===== config.mk =====
export PLATFORM = sky130hd
export DESIGN_NAME = uart_tx_serializer
export DESIGN_NICKNAME = d
export VERILOG_FILES = /design/src/rtl/uart_tx_pkg.sv /design/src/rtl/uart_tx_fifo.sv /design/src/rtl/uart_tx_serializer.sv
export SDC_FILE = /design/constraint.sdc
export NUM_CORES = 1
export LEC_CHECK = 0
export ABC_CLOCK_PERIOD_IN_PS = 5500
export CAP_MARGIN = 0
export CORE_UTILIZATION = 45
export DETAILED_ROUTE_END_ITERATION = 7
export GPL_TIMING_DRIVEN = 0
export HOLD_SLACK_MARGIN = 0.06
export PLACE_DENSITY = 0.59
export SLEW_MARGIN = 15
export SYNTH_ARGS = -nofsm -noshare
export SYNTH_HDL_FRONTEND = slang
export SYNTH_SLANG_ARGS = --single-unit
export TNS_END_PERCENT = 100

===== constraint.sdc =====
create_clock -name clk_i -period 5.5 [get_ports clk_i]
set_input_delay 0.825 -clock clk_i [delete_from_list [all_inputs] [get_ports clk_i]]
set_output_delay 0.825 -clock clk_i [all_outputs]
set_load 0.005 [all_outputs]

===== src/rtl/uart_tx_pkg.sv =====
// Shared types and constants for the UART transmit serializer.
// The PARITY state exists only when UART_TX_PARITY_EN is defined.
package uart_tx_pkg;

  typedef enum logic [2:0] {
    StIdle   = 3'd0,
    StStart  = 3'd1,
    StData   = 3'd2,
`ifdef UART_TX_PARITY_EN
    StParity = 3'd3,
`endif
    StStop   = 3'd4
  } tx_state_e;

  localparam logic [1:0] WordLen5 = 2'b00;
  localparam logic [1:0] WordLen6 = 2'b01;
  localparam logic [1:0] WordLen7 = 2'b10;
  localparam logic [1:0] WordLen8 = 2'b11;

  // Line status register bit positions
  localparam int unsigned LsrThre = 5;
  localparam int unsigned LsrTemt = 6;

  // Index of the last data bit for a word_len encoding (5 bits -> 4 ... 8 bits -> 7)
  function automatic logic [2:0] last_bit_idx(input logic [1:0] word_len);
    return {1'b1, word_len};
  endfunction

endpackage


===== src/rtl/uart_tx_fifo.sv =====
// Synchronous transmit FIFO with flush and occupancy count.
module uart_tx_fifo #(
  parameter int unsigned Depth = 16,
  parameter int unsigned Width = 8
) (
  input  logic                   clk_i,
  input  logic                   rst_ni,
  input  logic                   clr_i,
  input  logic                   wr_i,
  input  logic [Width-1:0]       wdata_i,
  input  logic                   rd_i,
  output logic [Width-1:0]       rdata_o,
  output logic                   full_o,
  output logic                   empty_o,
  output logic [$clog2(Depth):0] cnt_o
);

  localparam int unsigned AddrW = $clog2(Depth);
  localparam int unsigned CntW  = AddrW + 1;
  localparam logic [AddrW-1:0] PtrOne  = AddrW'(1);
  localparam logic [CntW-1:0]  CntOne  = CntW'(1);
  localparam logic [CntW-1:0]  CntFull = CntW'(Depth);

  logic [Width-1:0] mem_q [Depth];
  logic [AddrW-1:0] wptr_q, rptr_q;
  logic [CntW-1:0]  cnt_q;
  logic             wr_en, rd_en;

  assign full_o  = (cnt_q == CntFull);
  assign empty_o = (cnt_q == '0);
  assign cnt_o   = cnt_q;
  assign rdata_o = mem_q[rptr_q];

  // A flush overrides any push or pop in the same cycle
  assign wr_en = wr_i && !full_o && !clr_i;
  assign rd_en = rd_i && !empty_o && !clr_i;

  always_ff @(posedge clk_i or negedge rst_ni) begin
    if (!rst_ni) begin
      wptr_q <= '0;
      rptr_q <= '0;
      cnt_q  <= '0;
    end else if (clr_i) begin
      wptr_q <= '0;
      rptr_q <= '0;
      cnt_q  <= '0;
    end else begin
      if (wr_en) wptr_q <= wptr_q + PtrOne;
      if (rd_en) rptr_q <= rptr_q + PtrOne;
      if (wr_en && !rd_en) begin
        cnt_q <= cnt_q + CntOne;
      end else if (rd_en && !wr_en) begin
        cnt_q <= cnt_q - CntOne;
      end
    end
  end

  always_ff @(posedge clk_i) begin
    if (wr_en) mem_q[wptr_q] <= wdata_i;
  end

endmodule


===== src/rtl/uart_tx_serializer.sv =====
// UART transmitter: byte FIFO feeding a start/data/parity/stop frame serializer.
// Define UART_TX_PARITY_EN to include the parity bit logic and PARITY state.
module uart_tx_serializer
  import uart_tx_pkg::*;
#(
  parameter int unsigned FIFO_DEPTH = 16,
  parameter int unsigned DIV_W      = 16
) (
  input  logic                        clk_i,
  input  logic                        rst_ni,
  input  logic [7:0]                  data_i,
  input  logic                        valid_i,
  output logic                        ready_o,
  input  logic                        fifo_clr_i,
  input  logic [DIV_W-1:0]            div_i,
  input  logic [1:0]                  word_len_i,
  input  logic                        stop2_i,
  input  logic                        parity_en_i,
  input  logic                        parity_even_i,
  output logic                        tx_o,
  output logic                        thre_o,
  output logic                        temt_o,
  output logic [$clog2(FIFO_DEPTH):0] fifo_cnt_o
);

  localparam logic [DIV_W-1:0] DivOne = DIV_W'(1);

  tx_state_e        state_q, state_d;
  logic [DIV_W-1:0] cnt_q, cnt_d;
  logic [DIV_W-1:0] div_q, div_d;
  logic [7:0]       sh_q, sh_d;
  logic [2:0]       bit_q, bit_d;
  logic [2:0]       last_q, last_d;
  logic             stop2_q, stop2_d;
  logic             second_q, second_d;
  logic             tx_q, tx_d;
  logic             busy_q;
  logic             rdy_en_q;

  logic [7:0]       fifo_rdata;
  logic             fifo_full, fifo_empty;
  logic             pop, push, can_start, start_frame, bit_done;
  logic [DIV_W-1:0] div_eff;

`ifdef UART_TX_PARITY_EN
  logic par_q, par_d;
  logic par_en_q, par_en_d;
  logic par_even_q, par_even_d;
`else
  logic unused_parity;
  assign unused_parity = parity_en_i ^ parity_even_i;
`endif

  // rdy_en_q keeps ready_o low while in reset and until the first edge after release
  assign ready_o   = rdy_en_q && !fifo_full && !fifo_clr_i;
  assign push      = valid_i && ready_o;
  assign can_start = !fifo_empty && !fifo_clr_i;
  assign bit_done  = (cnt_q == '0);
  assign div_eff   = (div_i == '0) ? DivOne : div_i;

  uart_tx_fifo #(
    .Depth (FIFO_DEPTH),
    .Width (8)
  ) u_fifo (
    .clk_i   (clk_i),
    .rst_ni  (rst_ni),
    .clr_i   (fifo_clr_i),
    .wr_i    (push),
    .wdata_i (data_i),
    .rd_i    (pop),
    .rdata_o (fifo_rdata),
    .full_o  (fifo_full),
    .empty_o (fifo_empty),
    .cnt_o   (fifo_cnt_o)
  );

  always_comb begin
    state_d     = state_q;
    cnt_d       = cnt_q;
    div_d       = div_q;
    sh_d        = sh_q;
    bit_d       = bit_q;
    last_d      = last_q;
    stop2_d     = stop2_q;
    second_d    = second_q;
    pop         = 1'b0;
    start_frame = 1'b0;
`ifdef UART_TX_PARITY_EN
    par_d       = par_q;
    par_en_d    = par_en_q;
    par_even_d  = par_even_q;
`endif

    if (state_q != StIdle) cnt_d = bit_done ? div_q - DivOne : cnt_q - DivOne;

    unique case (state_q)
      StIdle:  start_frame = can_start;
      StStart: if (bit_done) state_d = StData;
      StData: begin
        if (bit_done) begin
          sh_d = {1'b0, sh_q[7:1]};
`ifdef UART_TX_PARITY_EN
          par_d = par_q ^ sh_q[0];
`endif
          if (bit_q == last_q) begin
`ifdef UART_TX_PARITY_EN
            state_d = par_en_q ? StParity : StStop;
`else
            state_d = StStop;
`endif
          end else begin
            bit_d = bit_q + 3'd1;
          end
        end
      end
`ifdef UART_TX_PARITY_EN
      StParity: if (bit_done) state_d = StStop;
`endif
      StStop: begin
        if (bit_done) begin
          if (stop2_q && !second_q) begin
            second_d = 1'b1;
          end else if (can_start) begin
            // Chain straight into the next frame so no idle bit appears
            start_frame = 1'b1;
          end else begin
            state_d = StIdle;
          end
        end
      end
      default: state_d = StIdle;
    endcase

    if (start_frame) begin
      pop      = 1'b1;
      state_d  = StStart;
      div_d    = div_eff;
      cnt_d    = div_eff - DivOne;
      sh_d     = fifo_rdata;
      bit_d    = 3'd0;
      last_d   = last_bit_idx(word_len_i);
      stop2_d  = stop2_i;
      second_d = 1'b0;
`ifdef UART_TX_PARITY_EN
      par_d      = 1'b0;
      par_en_d   = parity_en_i;
      par_even_d = parity_even_i;
`endif
    end
  end

  // Line level is registered from the current state, so it lags the FSM by one cycle
  always_comb begin
    tx_d = 1'b1;
    case (state_q)
      StStart:  tx_d = 1'b0;
      StData:   tx_d = sh_q[0];
`ifdef UART_TX_PARITY_EN
      StParity: tx_d = par_q ^ ~par_even_q;
`endif
      default:  tx_d = 1'b1;
    endcase
  end

  always_ff @(posedge clk_i or negedge rst_ni) begin
    if (!rst_ni) begin
      state_q  <= StIdle;
      cnt_q    <= '0;
      div_q    <= DivOne;
      sh_q     <= '0;
      bit_q    <= '0;
      last_q   <= '0;
      stop2_q  <= 1'b0;
      second_q <= 1'b0;
      tx_q     <= 1'b1;
      busy_q   <= 1'b0;
      rdy_en_q <= 1'b0;
    end else begin
      state_q  <= state_d;
      cnt_q    <= cnt_d;
      div_q    <= div_d;
      sh_q     <= sh_d;
      bit_q    <= bit_d;
      last_q   <= last_d;
      stop2_q  <= stop2_d;
      second_q <= second_d;
      tx_q     <= tx_d;
      busy_q   <= (state_q != StIdle);
      rdy_en_q <= 1'b1;
    end
  end

`ifdef UART_TX_PARITY_EN
  always_ff @(posedge clk_i or negedge rst_ni) begin
    if (!rst_ni) begin
      par_q      <= 1'b0;
      par_en_q   <= 1'b0;
      par_even_q <= 1'b0;
    end else begin
      par_q      <= par_d;
      par_en_q   <= par_en_d;
      par_even_q <= par_even_d;
    end
  end
`endif

  assign tx_o   = tx_q;
  assign thre_o = fifo_empty;
  // busy_q covers the final stop cycle still on the line after the FSM returns to idle
  assign temt_o = fifo_empty && (state_q == StIdle) && !busy_q;

endmodule


==> results.toml <==
[placement]
io_buffers = 39
gp_congestion = 0.902
post_dp_cell_area_um2 = 9540
hpwl_mm = 14.4
dpl_worst_slack_ps = -338
dp_cells = 987

[setup_path]
cp_slowest_cell = "nor4_2"
cpLargestDelayFamily = "buffers and inverters"
crit_chain = "nor4_2 > a2111oi_0 > clkbuf_1 > a21oi_2 > clkbuf_2 > clkbuf_1 > clkbuf_2 > nand2_1 > fa_1 > a21o_1 > a21oi_1 > or3_1 > a21oi_1 > a31oi_1 > o21ai_0"
required_ps = 5800
worst-path-buf-inv = 4
critPathMaxFanout = 10
cp-end-kind = "flip-flop"
cp_data_arrival_time_ps = 5270
slowest_delay_ps = 510
worst_setup_path_start_kind = "flip-flop"
critPathKind = "flip-flop to flip-flop"

[detailed_routing]
wl_per_cell_um = 20.6
drtIter0Drc = 395
drt_drc_violations_left = 0
wl_mm = 21.0
vias = 5853
drtAntennaViolNets = 0
viasPerCell = 5.74
dr.pass1.iters = 5

[clock_network]
cts_hold_buf = 0
cts_tree = "done"
clock_sinks = 195
clock_latency_ps = 440
path_clk_slew_ps = 70
numCtsBuffers = 17
ctsResizeCount = 0
ctsHtreeMaxLevel = 4
clk_path_buf_depth = 2
postCtsSetupBuffers = 0
clock-root-buffer = "clkbuf_16"

[synthesis]
yosys.area.top_type = "edfxtp_1"
syn_avg_cell_area_um2 = 12.8
ys_seq_elements = 195
syn_area_um2 = 8780
syn_nets = 730
synth_common_cells = "edfxtp_1, nand2_1, dfrtp_1"
netlist.area_leader.share = 0.438
synth.distinct_cells = 61
yosys_most_used_dff = "edfxtp_1"
syn_inst = 685
yosys-top-cells-area = "edfxtp_1, dfrtp_1, mux2i_1"
synth-async-reset-ratio = 0.344
yosysWarnings = 0
ys_seq_area_frac = 0.629
synth_most_common_cell = "edfxtp_1"
synth_edf_count = 128

[pwr]
p_int_mw = 3.09
pwr-share-seq = 0.409
finalPower_mw = 4.77
power.share.combinational = 0.320
p_switching_mw = 1.69
p_clk_frac = 0.270
leakagePower_nw = 3.67
power_density_nw_per_um2 = 470
ir_drop_v = 0.000232
power_switching_share = 0.354

[finish]
fin_nets = 791
area_growth_pct = 15.8
layout.cells.non_filler = 1019
diodes = 0
drive_above_1_share = 0.0949
fin_area_um2 = 10200

[floorplanning]
rows = 50
die_w_um = 142
boundaryPins = 42
initial_core_util = 0.465
core_um2 = 18900
die_y_um = 142
die-area_um2 = 20100

[global_route]
grt_pass1_wl_mm = 32.9
overflow = 0
grt_max_degree = 40
groute.usage.overall = 0.223
grt_pass1_vias = 5830
antenna_found_initial = 0

[sta]
hold_viol_final = 0
worst_pin_slew_ps = 1020
fin_ws_ps = 523
fin_skew_ps = 15.3
rsz0062_at_grt = "no"
setup_viol = 0
slew_headroom = 0.319
clock.fmax_mhz = 201
fin_crit_ps = 4980
drv_slew = 0
whs_ps = 314
period_share = 0.905

[flow_run]
maxCapViolations = 0

[worst_hold_path]
min_path_type = "input pin to asynchronous set/reset pin"

[outcome]
status = "complete, no violations"
## cell type report
class	count	area (um2)
fillers	1605	8730
flip-flops and latches	195	5520
multi-input cells	446	3100
clock buffers	17	425
repair buffers	42	420
well taps	260	325
clock inverters	15	200
plain buffers	36	139
inverters	8	30.0
## worst reg2reg max path, cell delays in order (launching register included)
cell and delay, ps:
dfrtp_1 480, nor4_2 510, a2111oi_0 240, clkbuf_1 310, a21oi_2 480, clkbuf_2 400, clkbuf_1 450, clkbuf_2 390
nand2_1 230, fa_1 450, a21o_1 190, a21oi_1 230, or3_1 160, a21oi_1 60, a31oi_1 160, o21ai_0 100
## path summary, 6_finish.rpt
check,from,endpoint,slack (ps),cells past startpoint
max reg2reg,u_fifo.cnt_o[1],u_fifo.cnt_o[4],520,15
min reg2reg,div_q[12],div_q[12],480,2
min in group clk_i,div_q[12],div_q[12],480,2
max,u_fifo.cnt_o[1],u_fifo.cnt_o[4],520,15
min,rst_ni,u_fifo.cnt_o[3],310,1
max in group asynchronous,rst_ni,div_q[0],4570,2
## metrics by stage
step                      TNS (ps)  utilization
after floorplan                  0            -
after global placement        -297        0.503
after detailed placement      -338        0.505
after CTS                        0        0.538
after global routing             0        0.538
final                            0        0.538
## power groups by stage
stage	clock [mW]	sequential, mW	combinational (mW)
5_1_grt	1.37	1.98	1.70
4_1_cts	1.31	1.95	1.53
3_3_place_gp	0	1.97	1.48
3_5_place_dp	0	1.98	1.53
2_1_floorplan	0	1.93	1.09
6_report	1.29	1.95	1.53
## cell families (layout without fill, tap and decap cells)
kind of cell,after synthesis,in the layout,synth area share
xor gates and xnor gates,17,17,0.0170
AOI/OAI and AO/OA,133,133,0.103
DFF,195,195,0.629
and+or+nand+nor,223,223,0.123
other,1,1,0.000427
adders and majority gates,12,12,0.0180
muxes,60,60,0.0915
buffers and inverters,44,118,0.0190
## layer usage
metal | global-route usage | wire length, um
met5 | 0 | 0
met3 | 0.0503 | 1200
met1 | 0.290 | 9110
met4 | 0.0911 | 510
met2 | 0.363 | 10200
## cell usage in the layout (no fill, tap or decap), types with 4 or more instances in the layout
cell type	instances
mux2i_1	42
nor4_1	6
o31ai_1	5
nand2b_1	8
clkinv_8	5
o21a_1	9
or4_1	7
nand4_1	6
o22ai_1	7
and2_1	12
o221ai_1	18
and3_1	4
clkdlybuf4s50_1	38
a21oi_1	31
a21o_1	4
a31oi_1	6
nand3b_1	5
xor2_1	8
buf_1	6
xnor2_1	9
clkbuf_1	27
inv_1	7
nor3_1	5
o21ai_0	26
ha_1	11
edfxtp_1	128
dfrtp_1	65
clkbuf_16	17
nand2_1	101
nor2_1	40
nand3_1	13
mux4_2	16
## registers in the layout, indices dropped and copies added, names as in the netlist, 3 cells and up
register and flops:
div_q 16, u_fifo.wptr_q 4, state_q 3, sh_q 8, bit_q 3, u_fifo.mem_q 128
cnt_q 16, last_q 3, u_fifo.rptr_q 4, u_fifo.cnt_o 5
Power figures use the tool's default switching activity.
